**config.mk**
```make
export PLATFORM = sky130hd
export DESIGN_NAME = interval_scheduler
export DESIGN_NICKNAME = d
export VERILOG_FILES = /design/src/rtl/interval_scheduler_pkg.sv /design/src/rtl/interval_scheduler_counter.sv /design/src/rtl/interval_scheduler.sv
export SDC_FILE = /design/constraint.sdc
export NUM_CORES = 1
export LEC_CHECK = 0
export BUFFER_PORTS_ARGS = -buffer_cell sky130_fd_sc_hd__clkbuf_2
export CORE_MARGIN = 1
export CORE_UTILIZATION = 55
export CTS_BUF_LIST = sky130_fd_sc_hd__clkbuf_2
export DETAILED_ROUTE_END_ITERATION = 10
export HOLD_SLACK_MARGIN = 0.03
export PLACE_DENSITY = 0.9
export REMOVE_ABC_BUFFERS = 1
export SLEW_MARGIN = 20
export SYNTH_ARGS = -nofsm -noshare
export SYNTH_HDL_FRONTEND = slang
export SYNTH_SLANG_ARGS = --single-unit
```
**constraint.sdc**
```tcl
create_clock -name i_clk -period 5.25 [get_ports i_clk]
set_clock_uncertainty 0.15 [all_clocks]
set_input_delay 0 -clock i_clk [delete_from_list [all_inputs] [get_ports i_clk]]
set_output_delay 0 -clock i_clk [all_outputs]
set_load 0.05 [all_outputs]
```
**src/rtl/interval_scheduler_pkg.sv**
```systemverilog
// Shared types and constants for the interval scheduler and its counter datapath.
package interval_scheduler_pkg;

    typedef enum logic [1:0] {
        ST_IDLE,
        ST_LOAD,
        ST_RUN,
        ST_DONE
    } state_t;

    localparam int              CNT_W      = 4;
    localparam logic [CNT_W-1:0] TERM_COUNT = 4'hF;

endpackage

```
**src/rtl/interval_scheduler_counter.sv**
```systemverilog
// Loadable up-counter shared by the interval scheduler; load has priority over increment.
module counter
    import interval_scheduler_pkg::*;
#(
    parameter int WIDTH = CNT_W
) (
    input  logic             i_clk,
    input  logic             i_reset,
    input  logic             i_load,
    input  logic [WIDTH-1:0] i_load_data,
    output logic [WIDTH-1:0] o_count
);

    logic [WIDTH-1:0] r_count;

    always_ff @(posedge i_clk or posedge i_reset) begin
        if (i_reset) begin
            r_count <= '0;
        end else if (i_load) begin
            r_count <= i_load_data;
        end else begin
            r_count <= r_count + 1'b1;
        end
    end

    assign o_count = r_count;

endmodule

```
**src/rtl/interval_scheduler.sv**
```systemverilog
// Round-robin scheduler granting timed intervals of L+1 cycles on one shared counter.
module interval_scheduler
    import interval_scheduler_pkg::*;
#(
    parameter int NREQ = 4,
    parameter int IDW  = 2
) (
    input  logic                  i_clk,
    input  logic                  i_reset,
    input  logic [NREQ-1:0]       i_req,
    input  logic [CNT_W*NREQ-1:0] i_req_len,
    input  logic                  i_abort,
    output logic [NREQ-1:0]       o_grant,
    output logic                  o_busy,
    output logic                  o_done,
    output logic [IDW-1:0]        o_done_id,
    output logic [CNT_W-1:0]      o_run_count
);

    state_t           r_state, w_state_nxt;
    logic [NREQ-1:0]  r_grant, w_grant_nxt;
    logic [IDW-1:0]   r_ptr, w_ptr_nxt;
    logic [IDW-1:0]   r_win, w_win_nxt;
    logic [CNT_W-1:0] r_len, w_len_nxt;

    logic             w_rr_found;
    logic [IDW-1:0]   w_rr_idx;
    logic [IDW-1:0]   w_win_inc;
    logic [CNT_W-1:0] w_sel_len;
    logic             w_load;
    logic [CNT_W-1:0] w_load_data;
    logic [CNT_W-1:0] w_count;

    counter #(.WIDTH(CNT_W)) u_counter (
        .i_clk       (i_clk),
        .i_reset     (i_reset),
        .i_load      (w_load),
        .i_load_data (w_load_data),
        .o_count     (w_count)
    );

    // Search starts at the pointer and wraps; the first hit wins.
    always_comb begin
        logic [IDW-1:0] idx;
        idx        = '0;
        w_rr_found = 1'b0;
        w_rr_idx   = '0;
        for (int k = 0; k < NREQ; k++) begin
            idx = IDW'((int'(r_ptr) + k) % NREQ);
            if (!w_rr_found && i_req[idx]) begin
                w_rr_found = 1'b1;
                w_rr_idx   = idx;
            end
        end
    end

    always_comb begin
        w_sel_len = '0;
        for (int i = 0; i < NREQ; i++) begin
            if (IDW'(i) == w_rr_idx) begin
                w_sel_len = i_req_len[CNT_W*i +: CNT_W];
            end
        end
    end

    assign w_win_inc = (r_win == IDW'(NREQ - 1)) ? '0 : r_win + 1'b1;

    always_comb begin
        w_state_nxt = r_state;
        w_grant_nxt = r_grant;
        w_ptr_nxt   = r_ptr;
        w_win_nxt   = r_win;
        w_len_nxt   = r_len;
        w_load      = 1'b1;
        w_load_data = '0;
        case (r_state)
            ST_IDLE: begin
                if (w_rr_found) begin
                    w_state_nxt           = ST_LOAD;
                    w_grant_nxt           = '0;
                    w_grant_nxt[w_rr_idx] = 1'b1;
                    w_win_nxt             = w_rr_idx;
                    w_len_nxt             = w_sel_len;
                end
            end
            ST_LOAD: begin
                // Preload so the counter lands on TERM_COUNT after L increments.
                w_load_data = ~r_len;
                if (i_abort) begin
                    w_state_nxt = ST_IDLE;
                    w_grant_nxt = '0;
                    w_ptr_nxt   = w_win_inc;
                end else begin
                    w_state_nxt = ST_RUN;
                end
            end
            ST_RUN: begin
                w_load = 1'b0;
                if (i_abort) begin
                    w_state_nxt = ST_IDLE;
                    w_grant_nxt = '0;
                    w_ptr_nxt   = w_win_inc;
                end else if (w_count == TERM_COUNT) begin
                    w_state_nxt = ST_DONE;
                end
            end
            ST_DONE: begin
                w_state_nxt = ST_IDLE;
                w_grant_nxt = '0;
                w_ptr_nxt   = w_win_inc;
            end
            default: begin
                w_state_nxt = ST_IDLE;
                w_grant_nxt = '0;
            end
        endcase
    end

    always_ff @(posedge i_clk or posedge i_reset) begin
        if (i_reset) begin
            r_state <= ST_IDLE;
            r_grant <= '0;
            r_ptr   <= '0;
            r_win   <= '0;
            r_len   <= '0;
        end else begin
            r_state <= w_state_nxt;
            r_grant <= w_grant_nxt;
            r_ptr   <= w_ptr_nxt;
            r_win   <= w_win_nxt;
            r_len   <= w_len_nxt;
        end
    end

    assign o_grant     = r_grant;
    assign o_busy      = (r_state != ST_IDLE);
    assign o_done      = (r_state == ST_DONE);
    assign o_done_id   = o_done ? r_win : '0;
    assign o_run_count = w_count;

endmodule

```
==> reports/metrics.yaml <==
synth_top_area_cell: "dfrtp_1"
powerDensity_mw_per_mm2: 589.8
power.leakage_nw: 0.7464
setup_viol: 0
num_rows: 15
maxCapViolCount: 0
synth_area_leaders: "dfrtp_1 40%, mux2i_1 8.9%, ha_1 7.8%"
path_class: "reg2reg"
clockBufferDepth: 2
diodes: 0
ys_ff_latch: 18
place.gp.congestion: 0.7632
cts_buffers: 3
cp_max_fo: 11
synthToLayoutAreaGrowth_pct: 26.25
vias: 1093
cts_root_buffer: "clkbuf_2"
drt_pass1_iterations: 4
hold_path.class: "in2reg"
critPathArrivalTime_ps: 3520
final_cells: 182
ir_drop_mv: 0.3769
fill_cells: 122
htree_num_levels: 1
syn-instance-count: 112
die_w_um: 47.23
drt-initial-drc-count: 52
worstPathRequired_ps: 5320
crit_path_cell_trace: "mux2_4, o221ai_2, mux2i_1, dlygate4sd3_1, nor3_1, a211o_2, dlygate4sd3_1"
grt-ovfl-total: 0
drt_wl_total_um: 2965
port_buffers: 34
finalNetCount: 188
ys_types: 35
track_usage: 0.2837
hold_ws_ps: 15.79
max_freq_mhz: 289.9
critPathCaptureType: "register"
ant_nets: 0
antenna_found_initial: 0
drc: 0
final_common_cell: "clkbuf_2"
cts.sinks: 18
dpl.cell_count: 166
seq_area_frac_synth: 0.4004
layout-drive-gt1-share: 0.2866
mostFrequentLayoutCells: "37 x clkbuf_2, 18 x dfrtp_1, 12 x nand2_1, 12 x dlygate4sd3_1, 10 x mux2i_1"
cp_slowest_stage_delay_ps: 590
cp-start-kind: "register"
power.total_uw: 837.6
path_common_cell: "dlygate4sd3_1"
grt_max_degree: 19
clk_latency_ps: 320
period_minus_slack_ps: 3449
die_height_um: 47.23
syn_area_mm2: 0.001125
regArea_um2: 450.4
fin_setup_tns_ps: 0
cp_slowest_cell: "o221ai_2"
status: "complete, no violations"
cts_tree: "done"
io_pins: 35
post_cts_resized: 0
worst_slack_ps: 1801
fp.coreArea_mm2: 0.001821
rsz0062_at_grt: "false"
finalHoldViolCount: 0
final_max_slew_viol_count: 0
period_share: 0.6570
via_per_inst: 6.005
multi_input_area_um2: 599.3
yosysTopAreaCellShare: 0.4004
tightest_slew_ps: 894.3
grt_pass1_vias: 1030
relSlewSlack: 0.4038
syn_area_per_cell_um2: 10.04
start_util: 0.6179
yosysWarnings: 0
die_area_mm2: 0.002230
grt_first_pass_wirelength_um: 4340
wl_per_cell_um: 16.29
pre_cts_ws_ps: 2983
hpwl_um: 1878
path_clk_slew_ps: 170
==> worst paths after layout <==
kind | from | endpoint | slack, ps | depth (start not counted)
worst max register to register | r_ptr[1] | r_len[0] | 1800 | 7
worst min-delay path | i_req_len[5] | r_len[1] | 20 | 4
min in group asynchronous | i_reset | r_len[0] | 170 | 3
worst max-delay path | r_ptr[1] | r_len[0] | 1800 | 7
worst min register to register | r_len[3] | u_counter.o_count[3] | 350 | 1
max in group asynchronous | i_reset | u_counter.o_count[1] | 4340 | 3
==> area by class of cell <==
class,count,area share
multi-input cells,81,0.4220
inverters,8,0.02115
clock buffers,3,0.01057
well taps,25,0.02203
repair buffers,46,0.2044
clock inverters,1,0.002643
flip-flops and latches,18,0.3172
==> cells in the mapped netlist (all sizes together) <==
cell     n
o31ai    3
o22ai    1
and2     3
nor2b    1
nor4     1
or2b     1
buf      2
mux2i   10
nand2   12
nor3b    4
mux2     2
a211o    4
or3b     1
a21o     2
o211ai   1
nor3     4
xor2     1
a21oi    3
o221ai   1
a21boi   1
xnor2    1
nor2     1
nand3    2
inv      8
nand2b   5
o21ai    8
clkbuf   3
ha       7
dfrtp   18
o32a     1
==> cells by family (layout without fill, tap and decap cells) <==
logic type / after synthesis / count (layout) / share of synthesized area
compound gates: 25 / 25 / 0.1591
buf+inv: 13 / 58 / 0.06673
mux: 12 / 12 / 0.1123
fa+ha+maj: 7 / 7 / 0.07786
simple gates: 35 / 35 / 0.1680
flops: 18 / 18 / 0.4004
xor+xnor: 2 / 2 / 0.01558
==> sequential cells by signal, indices dropped and copies added, names as in the netlist <==
register and count:
r_ptr 2, r_state 2, r_win 2, u_counter.o_count 4
o_grant 4, r_len 4
==> what timing repair did <==
item,in CTS,in global routing
hold endpoints to repair,25,0
hold buffers,12,0
setup buffers,0,0
==> power breakdown <==
group          switching [mW]  internal (mW)  leakage (nW)  total (mW)
Clock                  0.0455         0.0166        0.0140      0.0621
Sequential             0.0584          0.202         0.229       0.261
Combinational           0.317          0.197         0.504       0.515
==> per-stage QoR <==
stage            util  cell area [µm²]
2_1_floorplan       -             1080
6_report       0.7801             1420
3_3_place_gp   0.7038             1281
5_1_grt        0.7801             1420
4_1_cts        0.7801             1420
3_5_place_dp   0.7038             1281
==> critical path, delay by kind of cell (launching register included) <==
| kind | cells | cell delay [ps] |
|---|---|---|
| AO/OA/AOI/OAI | 2 | 900 |
| buffers and inverters | 2 | 1150 |
| flip-flops | 1 | 490 |
| multiplexers | 2 | 600 |
| AND/OR/NAND/NOR | 1 | 60 |
==> metal layers <==
metal | up-vias | global-route usage | routed length (µm)
met3 | 23 | 0.04615 | 253
li1 | 487 | - | -
met4 | 0 | 0.1771 | 155
met5 | - | 0 | 0
met1 | 494 | 0.3205 | 1150
met2 | 89 | 0.4932 | 1405
(Power assumes the default switching activity.)
